File: src/rtl/sfx_audio_scheduler.sv
// sfx_audio_scheduler
//   Shares one sound-effect sample ROM among four prioritised requesters and
//   streams one 16-bit sample per sample tick to the codec's left and right
//   Avalon-ST sinks. Idle ticks produce silence (0x0000) with identical timing.
//
// Ports:
//   clk, reset            system clock, asynchronous active-high reset
//   req[3:0]              play request per channel (bit 3 highest priority)
//   stop_all              abort playback
//   rom_rd, rom_addr      ROM read strobe/address (one cycle per fetch)
//   rom_data              ROM data, valid the cycle after rom_rd
//   L_/R_READY            sink ready
//   L_/R_DATA, L_/R_VALID sample stream to the codec
//   busy, active_ch       playback status (active_ch is 0 when idle)
//   done[3:0]             pulse when channel i played its last sample
//   overrun               pulse when an unaccepted sample was overwritten
module sfx_audio_scheduler #(
  parameter int SAMPLE_PERIOD = 285,
  parameter int ADDR_W        = 16,
  parameter int BASE0         = 0,
  parameter int BASE1         = 17555,
  parameter int BASE2         = 34088,
  parameter int BASE3         = 34088,
  parameter int LEN0          = 17555,
  parameter int LEN1          = 16533,
  parameter int LEN2          = 0,
  parameter int LEN3          = 0
) (
  input  logic                clk,
  input  logic                reset,
  input  logic [3:0]          req,
  input  logic                stop_all,
  output logic                rom_rd,
  output logic [ADDR_W-1:0]   rom_addr,
  input  logic signed [15:0]  rom_data,
  input  logic                L_READY,
  input  logic                R_READY,
  output logic signed [15:0]  L_DATA,
  output logic signed [15:0]  R_DATA,
  output logic                L_VALID,
  output logic                R_VALID,
  output logic                busy,
  output logic [1:0]          active_ch,
  output logic [3:0]          done,
  output logic                overrun
);

  localparam int DATA_W = 16;
  localparam int CNT_W  = $clog2(SAMPLE_PERIOD);
  localparam logic [CNT_W-1:0] CNT_LAST = CNT_W'(SAMPLE_PERIOD - 1);
  localparam logic [3:0] EN = {LEN3 != 0, LEN2 != 0, LEN1 != 0, LEN0 != 0};
  localparam longint ADDR_SPAN = longint'(1) << ADDR_W;

  localparam bit PARAMS_OK =
    (SAMPLE_PERIOD >= 4) &&
    ((LEN0 == 0) || (longint'(BASE0) + LEN0 - 1 < ADDR_SPAN)) &&
    ((LEN1 == 0) || (longint'(BASE1) + LEN1 - 1 < ADDR_SPAN)) &&
    ((LEN2 == 0) || (longint'(BASE2) + LEN2 - 1 < ADDR_SPAN)) &&
    ((LEN3 == 0) || (longint'(BASE3) + LEN3 - 1 < ADDR_SPAN));

  if (!PARAMS_OK) begin : g_param_check
    $error("sfx_audio_scheduler: SAMPLE_PERIOD < 4 or a channel region exceeds ADDR_W");
  end

  function automatic logic [ADDR_W-1:0] base_of(input logic [1:0] c);
    case (c)
      2'd0:    base_of = ADDR_W'(BASE0);
      2'd1:    base_of = ADDR_W'(BASE1);
      2'd2:    base_of = ADDR_W'(BASE2);
      default: base_of = ADDR_W'(BASE3);
    endcase
  endfunction

  // Index of the final sample of a channel (LEN-1).
  function automatic logic [ADDR_W-1:0] last_of(input logic [1:0] c);
    case (c)
      2'd0:    last_of = ADDR_W'(LEN0 - 1);
      2'd1:    last_of = ADDR_W'(LEN1 - 1);
      2'd2:    last_of = ADDR_W'(LEN2 - 1);
      default: last_of = ADDR_W'(LEN3 - 1);
    endcase
  endfunction

  typedef enum logic [1:0] {IDLE, PLAY, FETCH, CAPTURE} state_t;

  state_t              state, state_n;
  logic [CNT_W-1:0]    cnt;
  logic                tick;
  logic [1:0]          ch, ch_n;
  logic [ADDR_W-1:0]   idx, idx_n;
  logic [3:0]          done_n;
  logic [3:0]          reqm;
  logic [1:0]          win;
  logic                win_vld;
  logic                take;
  logic                vld_p0, vld_p1, fetch_p1;
  logic signed [DATA_W-1:0] smp_p1;

  assign tick = (cnt == CNT_LAST);
  assign reqm = req & EN;

  // Highest enabled requester wins.
  always_comb begin
    win_vld = 1'b0;
    win     = 2'd0;
    for (int i = 0; i < 4; i++) begin
      if (reqm[i]) begin
        win_vld = 1'b1;
        win     = 2'(i);
      end
    end
  end

  // A start/stop during FETCH or CAPTURE leaves the in-flight sample to the
  // datapath pipeline; only the playback bookkeeping is overridden.
  always_comb begin
    state_n = state;
    ch_n    = ch;
    idx_n   = idx;
    done_n  = '0;
    take    = win_vld && ((state == IDLE) || (win >= ch));
    if (stop_all) begin
      state_n = IDLE;
    end else if (take) begin
      ch_n    = win;
      idx_n   = '0;
      state_n = (state == PLAY && tick) ? FETCH : PLAY;
    end else begin
      case (state)
        IDLE:    state_n = IDLE;
        PLAY:    if (tick) state_n = FETCH;
        FETCH:   state_n = CAPTURE;
        CAPTURE: begin
          if (idx == last_of(ch)) begin
            state_n    = IDLE;
            done_n[ch] = 1'b1;
          end else begin
            idx_n   = idx + 1'b1;
            state_n = PLAY;
          end
        end
        default: state_n = IDLE;
      endcase
    end
  end

  always_ff @(posedge clk or posedge reset) begin
    if (reset) begin
      cnt   <= '0;
      state <= IDLE;
      ch    <= '0;
      idx   <= '0;
      done  <= '0;
    end else begin
      cnt   <= tick ? '0 : cnt + 1'b1;
      state <= state_n;
      ch    <= ch_n;
      idx   <= idx_n;
      done  <= done_n;
    end
  end

  assign busy      = (state != IDLE);
  assign active_ch = busy ? ch : 2'd0;
  assign rom_rd    = (state == FETCH);
  assign rom_addr  = rom_rd ? (base_of(ch) + idx) : '0;

  // Stage p0: fetch cycle (tick + 1)
  // Stage p1: ROM data cycle (tick + 2); sample loads into the sinks at its end
  always_ff @(posedge clk or posedge reset) begin
    if (reset) begin
      vld_p0   <= 1'b0;
      vld_p1   <= 1'b0;
      fetch_p1 <= 1'b0;
    end else begin
      vld_p0   <= tick;
      vld_p1   <= vld_p0;
      fetch_p1 <= rom_rd;
    end
  end

  assign smp_p1 = fetch_p1 ? rom_data : '0;

  // Sink stage: VALID drops after a transfer unless a new sample reloads it.
  always_ff @(posedge clk or posedge reset) begin
    if (reset) begin
      L_DATA  <= '0;
      R_DATA  <= '0;
      L_VALID <= 1'b0;
      R_VALID <= 1'b0;
      overrun <= 1'b0;
    end else begin
      overrun <= vld_p1 && ((L_VALID && !L_READY) || (R_VALID && !R_READY));
      if (vld_p1) begin
        L_DATA  <= smp_p1;
        L_VALID <= 1'b1;
      end else if (L_READY) begin
        L_VALID <= 1'b0;
      end
      if (vld_p1) begin
        R_DATA  <= smp_p1;
        R_VALID <= 1'b1;
      end else if (R_READY) begin
        R_VALID <= 1'b0;
      end
    end
  end

endmodule

File: config.mk
export PLATFORM = sky130hd
export DESIGN_NAME = sfx_audio_scheduler
export DESIGN_NICKNAME = d
export VERILOG_FILES = /design/src/rtl/sfx_audio_scheduler.sv
export SDC_FILE = /design/constraint.sdc
export NUM_CORES = 1
export LEC_CHECK = 0
export BUFFER_PORTS_ARGS = -buffer_cell sky130_fd_sc_hd__buf_2
export CAP_MARGIN = 20
export CORE_AREA = 2 2 82 84
export DETAILED_ROUTE_END_ITERATION = 16
export DIE_AREA = 0 0 84 86
export PLACE_DENSITY = 0.76
export SYNTH_ARGS = -nofsm -noshare
export SYNTH_HDL_FRONTEND = slang
export SYNTH_SLANG_ARGS = --single-unit
File: constraint.sdc
create_clock -name clk -period 2.7 [get_ports clk]
set_input_delay 0.135 -clock clk [delete_from_list [all_inputs] [get_ports clk]]
set_output_delay 0.135 -clock clk [all_outputs]
set_load 0.02 [all_outputs]
==> metrics.md, run 1 <==
| Metric | Value |
|---|---|
| Max Clk Rate | `386 MHz` |
| Status | `complete, no violations` |
| Final instance area | `3560 µm²` |
| DP Area | `3380 µm²` |
| Cell Pwr Density | `416 nW/µm²` |
| Syn Std Cell Area | `3120 µm²` |
| Post-synthesis compound-gate area fraction | `12.7%` |
| RSZ-0062 raised after global routing | `yes` |
| Leakage power | `1.69 nW` |
| Clock root cell | `clkbuf_8` |
| Vias per Instance | `5.21` |
| Critical path type | `flip-flop to output port` |
| Hpwl dp | `4490 µm` |
| Reg power frac | `53.9%` |
| FFs w/ async S/R, synth | `100%` |
| Die width | `84 µm` |
| Ys flop type | `dfrtp_1` |
| Critical Path Source | `ch[0]` |
| Rel. slew slack | `36.6%` |
| Starting Density | `49.6%` |
| Worst Min Path Start | `rom_data[8]` |
| WL/cell | `13.1 µm` |
| Router iterations before antenna repair | `4` |
| Sw Share | `28.1%` |
| Vias in the first global route | `2,286` |
| Largest net degree at the start of global routing | `53` |
| Post-synth EDFFs | `0` |
| Inst Count DP | `464` |
| Comb pwr share | `16.8%` |
| Post-Synth XOR/XNOR Area | `8.15%` |
| DRT antenna net count | `0` |
| Post-Synth Simple-Gate Area | `20.5%` |
| CP required | `2.57 ns` |
| Final Hold Fails | `0` |
| Mean Syn Cell Area | `9.08 µm²` |
| Antenna violations before repair | `0` |
| Max VDD drop | `0.346 mV` |
| Number of port buffers | `78` |
| Clk_lat worst skew | `0.30 ns` |
| Total core area | `6280 µm²` |
| Residual DRC | `0` |
| Fin crit period | `2.59 ns` |
| Cells on worst reg2reg path | `7` |
| First-pass GRT wire length | `10,500 µm` |
| Multiplexer area fraction after synthesis | `0%` |
| Period utilisation layout | `96.0%` |
| Final Power | `0.00148 W` |
| Hold Path Depth | `3` |
| Num rows | `29` |
| Main combinational cell family by area after synthesis | `simple AND/OR/NAND/NOR gates` |
| Worst min path class | `input pin to flip-flop` |
| NetSw | `0.000416 W` |
| Final Setup Violations | `0` |
| Final Max Tran Viols | `0` |
| Sink Count | `52` |
| P&R area growth vs syn | `14.3%` |
| Synthesized instance count | `343` |
| Largest stage delay on the critical path | `0.41 ns` |
| Internal power | `0.00107 W` |
| Total number of vias | `2,481` |
| Worst path cell trace | `buf_6 > ha_4 > a41o_1 > a41oi_2 > o21ba_2 > or3_1 > a21boi_1 > buf_4` |
| Endpoint class of the critical path | `output port` |
| Routed WL | `6240 µm` |
| Worst-Margin Slew | `0.948 ns` |
| Core Util, Final | `56.7%` |
| Critical Path Fanout Max | `11` |
| Max cap viols | `0` |
| Ant diodes | `0` |
| CP max stage cell | `dfrtp_1` |
| CP arrival | `2.46 ns` |
| CTS tree | `built` |
| H-tree levels | `2` |
| CTS Buffer Depth | `2` |
| Die Span Y | `86 µm` |
| Nets | `437` |
| Non-filler cells in the finished layout | `476` |
| Sequential fraction of the synthesis area | `41.8%` |
| GP Congestion | `0.837` |
| R2r startpoint | `state[0]` |
| Synth warn | `0` |
| 1st-iter DRT viols | `161` |
| Overflow after GRT | `0` |
| Share of cells above drive strength 1 | `26.8%` |
| IO Count | `84` |
| Total CTS buffers | `5` |
| Clock slew at reported path FFs | `0.09 ns` |
| Distinct cells, synth | `47` |
| Clk_skew | `0.00463 ns` |
| Die area | `7220 µm²` |
| Clk pwr share | `29.2%` |
| GRT Util Overall | `17.2%` |
| Adder-cell share of the synthesized area | `5.86%` |
| FF+latch count, synth | `52` |
| CP startpoint kind | `flip-flop` |
layout by cell type (no fill, tap or decap), drive strengths merged, types with 9 or more instances in the layout:
cell type / count
xor2: 14
o21ai: 24
buf: 82
nor2: 26
nand3: 16
inv: 28
nand2: 32
dfrtp: 52
xnor2: 15
nand2b: 9
and2: 13
ha: 13
synth_stat cells (4+ instances only):
library cell | count | area (µm²)
dfrtp_1 | 52 | 1300
xnor2_1 | 15 | 131
nor2_1 | 26 | 97.6
or3_1 | 4 | 25.0
a21oi_1 | 4 | 20.0
nand3_1 | 16 | 80.1
and2_1 | 13 | 81.3
xor2_1 | 14 | 123
nand2_1 | 32 | 120
nand2b_1 | 9 | 56.3
ha_1 | 13 | 163
nand4_1 | 5 | 31.3
clkbuf_1 | 9 | 33.8
buf_2 | 6 | 30.0
buf_4 | 21 | 158
o31ai_1 | 4 | 30.0
o21ai_0 | 24 | 120
inv_1 | 28 | 105
and3_1 | 4 | 25.0
o211ai_1 | 4 | 30.0
layout make-up:
type / count / area, µm²
tap: 77 / 96.3
inverter: 28 / 105
clock buffer: 5 / 68.8
multi-input combinational: 228 / 1520
clock inverter: 3 / 18.8
timing repair buffer: 83 / 449
sequential: 52 / 1300
fill: 544 / 2720
registers in the layout, indices dropped and copies added (netlist names):
register  flops
R_DATA       16
state         2
overrun       1
L_VALID       1
ch            1
vld_p1        1
fetch_p1      1
cnt           9
vld_p0        1
R_VALID       1
idx          16
done          2
stage by stage:
step | setup WS, ns | TNS [ns] | hold slack, ns
2_1_floorplan | 0.249 | 0 | 0.252
3_3_place_gp | 0.312 | 0 | 0.333
3_5_place_dp | 0.207 | 0 | 0.335
4_1_cts | 0.00135 | 0 | 0.0211
5_1_grt | -0.0152 | -0.0152 | 0.0281
6_report | 0.107 | 0 | 0.0267
critical path: cells and delay by family, from the launching register on:
| kind | cells | cell delay, ns |
|---|---|---|
| flops | 1 | 0.41 |
| compound gates | 4 | 0.82 |
| buf+inv | 2 | 0.33 |
| fa+ha+maj | 1 | 0.29 |
| simple gates | 1 | 0.31 |
power groups by stage:
stage	Clock, W	Combinational (W)	Sequential, W
2_1_floorplan	0	0.000157	0.000819
3_3_place_gp	0	0.000228	0.000814
3_5_place_dp	0	0.000233	0.000815
5_1_grt	0.000474	0.000276	0.000802
6_report	0.000433	0.000250	0.000799
4_1_cts	0.000448	0.000236	0.000800
worst paths after layout:
kind	to	slack (ns)
min in group asynchronous	R_DATA[3]	0.35
min	R_DATA[8]	0.03
max	rom_addr[12]	0.11
max in group asynchronous	idx[0]	1.82
max reg2reg	idx[2]	0.48
min reg2reg	vld_p1	0.36
routing by layer:
metal	global-route usage, %	part of all wire [%]	up-vias
li1	-	-	1234
met5	0	0	-
met3	1.44	3.1	6
met2	29.7	50	52
met1	23.6	46	1189
met4	4.69	0.93	0
kinds of logic (layout without fill, tap and decap cells):
| logic type | after synthesis | count (layout) |
|---|---|---|
| adders and majority gates | 14 | 14 |
| AOI/OAI and AO/OA | 59 | 59 |
| buffers and inverters | 65 | 119 |
| DFF | 52 | 52 |
| other | 1 | 3 |
| and+or+nand+nor | 123 | 123 |
| xor gates and xnor gates | 29 | 29 |
timing repair:
item,4_1_cts,5_1_grt
gates resized for setup,2,8
hold buffers,0,1
endpoints found under the hold margin,0,16
setup buffers,1,1
pin swaps,1,1
setup endpoints to repair,2,6
Power figures use the tool's default switching activity.
==> inputs of run 2 (changes only) <==
--- a/config.mk
+++ b/config.mk
@@ -5,12 +5,14 @@
 export SDC_FILE = /design/constraint.sdc
 export NUM_CORES = 1
 export LEC_CHECK = 0
+export ABC_AREA = 1
 export BUFFER_PORTS_ARGS = -buffer_cell sky130_fd_sc_hd__buf_2
 export CAP_MARGIN = 20
-export CORE_AREA = 2 2 82 84
+export CORE_AREA = 2 2 87 89
+export CTS_CLUSTER_DIAMETER = 200
 export DETAILED_ROUTE_END_ITERATION = 16
-export DIE_AREA = 0 0 84 86
-export PLACE_DENSITY = 0.76
+export DIE_AREA = 0 0 89 91
+export PLACE_DENSITY = 0.74
 export SYNTH_ARGS = -nofsm -noshare
 export SYNTH_HDL_FRONTEND = slang
 export SYNTH_SLANG_ARGS = --single-unit
==> run 2 against run 1 <==
Count of clock-buffer cells in the layout is 2 higher; critical path type unchanged; worst setup slack better by 0.14 ns; synthesized cell count is 39% higher; critical path depth is 4 higher; synthesized area is 12% higher; largest power group unchanged; critical endpoint unchanged; sequential share of layout area is 3.4 points lower; fmax is 5.8% higher.
==> metrics.md, run 2 <==
| Metric | Value |
|---|---|
| FFs w/ async S/R, synth | `100% (unchanged)` |
| Most common cell after layout, fill and taps aside | `nand2_1 (was buf_2)` |
| Residual DRC | `0 (unchanged)` |
| Ant diodes | `0 (unchanged)` |
| Routed WL | `7760 µm (was 6240 µm)` |
| Internal power | `0.00107 W (about the same)` |
| FF+latch count, synth | `52 (unchanged)` |
| GP Congestion | `0.945 (was 0.837)` |
| CTS Buffer Depth | `2 (unchanged)` |
| Critical Path Fanout Max | `11 (unchanged)` |
| Clk_skew | `0.00521 ns (was 0.00463 ns)` |
| Synthesized instance count | `476 (was 343)` |
| Antenna violations before repair | `0 (unchanged)` |
| Post-CTS setup buffers | `0 (was 1)` |
| Leakage power | `1.88 nW (was 1.69 nW)` |
| Worst-Margin Slew | `0.563 ns (was 0.948 ns)` |
| P&R area growth vs syn | `12.1% (was 14.3%)` |
| Clock slew at reported path FFs | `0.09 ns (about the same)` |
| Cell Pwr Density | `383 nW/µm² (was 416 nW/µm²)` |
| Comb pwr share | `14.8% (was 16.8%)` |
| Syn Std Cell Area | `3500 µm² (was 3120 µm²)` |
| Ys flop type | `dfrtp_1 (unchanged)` |
| First-pass GRT wire length | `12,800 µm (was 10,500 µm)` |
| Largest area contributor in the synthesized netlist | `dfrtp_1 (unchanged)` |
| NetSw | `0.000429 W (was 0.000416 W)` |
| Die Span Y | `91 µm (was 86 µm)` |
| DP Area | `3800 µm² (was 3380 µm²)` |
| Distinct cells, synth | `39 (was 47)` |
| Critical path type | `flip-flop to output port (unchanged)` |
| Num rows | `31 (was 29)` |
| Hpwl dp | `5790 µm (was 4490 µm)` |
| IO Count | `84 (unchanged)` |
| Total CTS buffers | `5 (unchanged)` |
| Sequential fraction of the synthesis area | `37.2% (was 41.8%)` |
| Post-synth EDFFs | `0 (unchanged)` |
| Starting Density | `49.1% (was 49.6%)` |
| Total number of vias | `3,178 (was 2,481)` |
| 1st-iter DRT viols | `110 (was 161)` |
| Top flop regs | `R_DATA (16), idx (16), cnt (9) (unchanged)` |
| Share of cells above drive strength 1 | `24.3% (was 26.8%)` |
| Clk pwr share | `30.5% (was 29.2%)` |
| Clk_lat worst skew | `0.30 ns (about the same)` |
| Router iterations before antenna repair | `4 (unchanged)` |
| Fin crit period | `2.45 ns (was 2.59 ns)` |
| Final Setup Violations | `0 (unchanged)` |
| CP startpoint kind | `flip-flop (unchanged)` |
| Sink Count | `52 (unchanged)` |
| CTS tree | `built (unchanged)` |
| Final Hold Fails | `0 (unchanged)` |
| Die width | `89 µm (was 84 µm)` |
| RSZ-0062 raised after global routing | `no (was yes)` |
| H-tree levels | `2 (unchanged)` |
| Status | `complete, no violations (unchanged)` |
| Commonest cells after routing, fill and taps aside | `nand2_1 (133), buf_2 (78), nor2_1 (57) (was buf_2 (77), dfrtp_1 (51), nand2_1 (32))` |
| Max cap viols | `0 (unchanged)` |
| CP arrival | `2.32 ns (was 2.46 ns)` |
| Nets | `572 (was 437)` |
| Top cells by area, synth | `dfrtp_1 (37%), nand2_1 (14%), nand3_1 (6.4%) (was dfrtp_1 (42%), ha_1 (5.2%), buf_4 (5.1%))` |
| Final instance area | `3930 µm² (was 3560 µm²)` |
| Overflow after GRT | `0 (unchanged)` |
| Reg power frac | `54.7% (was 53.9%)` |
| Sw Share | `28.5% (was 28.1%)` |
| Final setup TNS | `0 ns (unchanged)` |
| Synth warn | `0 (unchanged)` |
| Yosys top cell area share | `37.2% (was 41.8%)` |
| Clock root cell | `clkbuf_8 (unchanged)` |
| Vias per Instance | `5.02 (was 5.21)` |
| Total core area | `7140 µm² (was 6280 µm²)` |
| Worst min path class | `input pin to flip-flop (unchanged)` |
| DRT antenna net count | `0 (unchanged)` |
| Largest net degree at the start of global routing | `53 (unchanged)` |
| Mean Syn Cell Area | `7.36 µm² (was 9.08 µm²)` |
| Endpoint class of the critical path | `output port (unchanged)` |
| Final Max Tran Viols | `0 (unchanged)` |
| CP required | `2.57 ns (about the same)` |
| Vias in the first global route | `2,925 (was 2,286)` |
| WL/cell | `12.3 µm (was 13.1 µm)` |
| Max VDD drop | `0.185 mV (was 0.346 mV)` |
| Number of port buffers | `78 (unchanged)` |
| # fillers | `702 (was 544)` |
| Rel. slew slack | `62.4% (was 36.6%)` |
| Max Clk Rate | `408 MHz (was 386 MHz)` |
| Post-synth top cells | `nand2_1 (133), nor2_1 (57), dfrtp_1 (52), nand3_1 (45), inv_1 (41) (was dfrtp_1 (52), nand2_1 (32), inv_1 (28), nor2_1 (26), o21ai_0 (24))` |
| Die area | `8100 µm² (was 7220 µm²)` |
| Most common cell in the netlist | `nand2_1 (was dfrtp_1)` |
| GRT Util Overall | `19.2% (was 17.2%)` |
| Period utilisation layout | `90.8% (was 96.0%)` |
==> run 2: changes by cell type in the layout (fill, tap and decap cells not counted), sizes merged, moves of 10 or more <==
cell   change
nand2    +111
and2      -13
xnor2     -13
a21oi     +10
nand3     +33
nor2      +39
inv       +20
==> run 2: critical path: stages, from the launching register on <==
cell and delay, ns:
dfrtp_2 0.52, ha_1 0.26, fa_1 0.39, nand2_1 0.11, nor2_1 0.06, nand2_1 0.08
nand2_2 0.08, inv_1 0.07, o21ai_1 0.08, nand2_1 0.07, nand2_1 0.05, nor2_1 0.07
buf_2 0.16
==> run 2: repair_timing <==
action | in CTS | in global routing
hold buffers | 0 | 1
gates resized for setup | 0 | 1
hold endpoints to repair | 0 | 19
endpoints found under the setup margin | 0 | 2
==> run 2: final cells by class <==
| class | count | area, µm² | area share (%) |
|---|---|---|---|
| multi-input cells | 344 | 1800 | 45.7 |
| repair buffers | 81 | 428 | 10.9 |
| clock inverters | 1 | 7.51 | 0.191 |
| inverters | 49 | 184 | 4.68 |
| clock buffers | 7 | 86.3 | 2.20 |
| well taps | 99 | 124 | 3.15 |
| flip-flops and latches | 52 | 1300 | 33.2 |
==> run 2: final timing paths <==
path	start	end	slack, ns	depth (start not counted)
worst max-delay path	ch[0]	rom_addr[12]	0.25	12
worst min-delay path	rom_data[7]	R_DATA[7]	0.06	3
worst max register to register	state[0]	idx[1]	0.54	10
worst min register to register	vld_p0	vld_p1	0.35	0
max in group asynchronous	reset	ch[0]	1.79	4
min in group asynchronous	reset	idx[6]	0.39	3
==> run 2: power by group through the flow <==
stage / combinational, W / sequential (W) / clock, W
3_5_place_dp: 0.000219 / 0.000836 / 0
6_report: 0.000223 / 0.000821 / 0.000458
5_1_grt: 0.000252 / 0.000825 / 0.000497
2_1_floorplan: 0.000172 / 0.000823 / 0
4_1_cts: 0.000221 / 0.000821 / 0.000470
3_3_place_gp: 0.000214 / 0.000835 / 0
==> run 2: cell families (layout without fill, tap and decap cells) <==
group | Yosys count | after routing | share of synthesized area (%)
xor+xnor | 9 | 9 | 2.25
simple gates | 278 | 278 | 35.8
other cells | 1 | 3 | 0.107
compound gates | 40 | 40 | 7.65
buf+inv | 82 | 138 | 11.8
fa+ha+maj | 14 | 14 | 5.22
flops | 52 | 52 | 37.2
==> run 2: per-layer routing <==
layer / wire length [µm] / GRT usage [%]
met1: 3450 / 24.1
met2: 3680 / 33.9
met3: 570 / 2.91
met4: 62 / 4.98
met5: 0 / 0
==> run 2: through the flow <==
stage	setup slack, ns	total power [W]	hold WS (ns)	util [%]	instances
after global routing	0.0950	0.00157	0.0601	55.0	633
after global placement	0.502	0.00105	0.333	53.3	623
final	0.249	0.00150	0.0578	55.0	633
after detailed placement	0.442	0.00106	0.336	53.3	623
after CTS	0.0983	0.00151	0.0552	54.6	631
after floorplan	0.566	0.000994	0.266	-	478
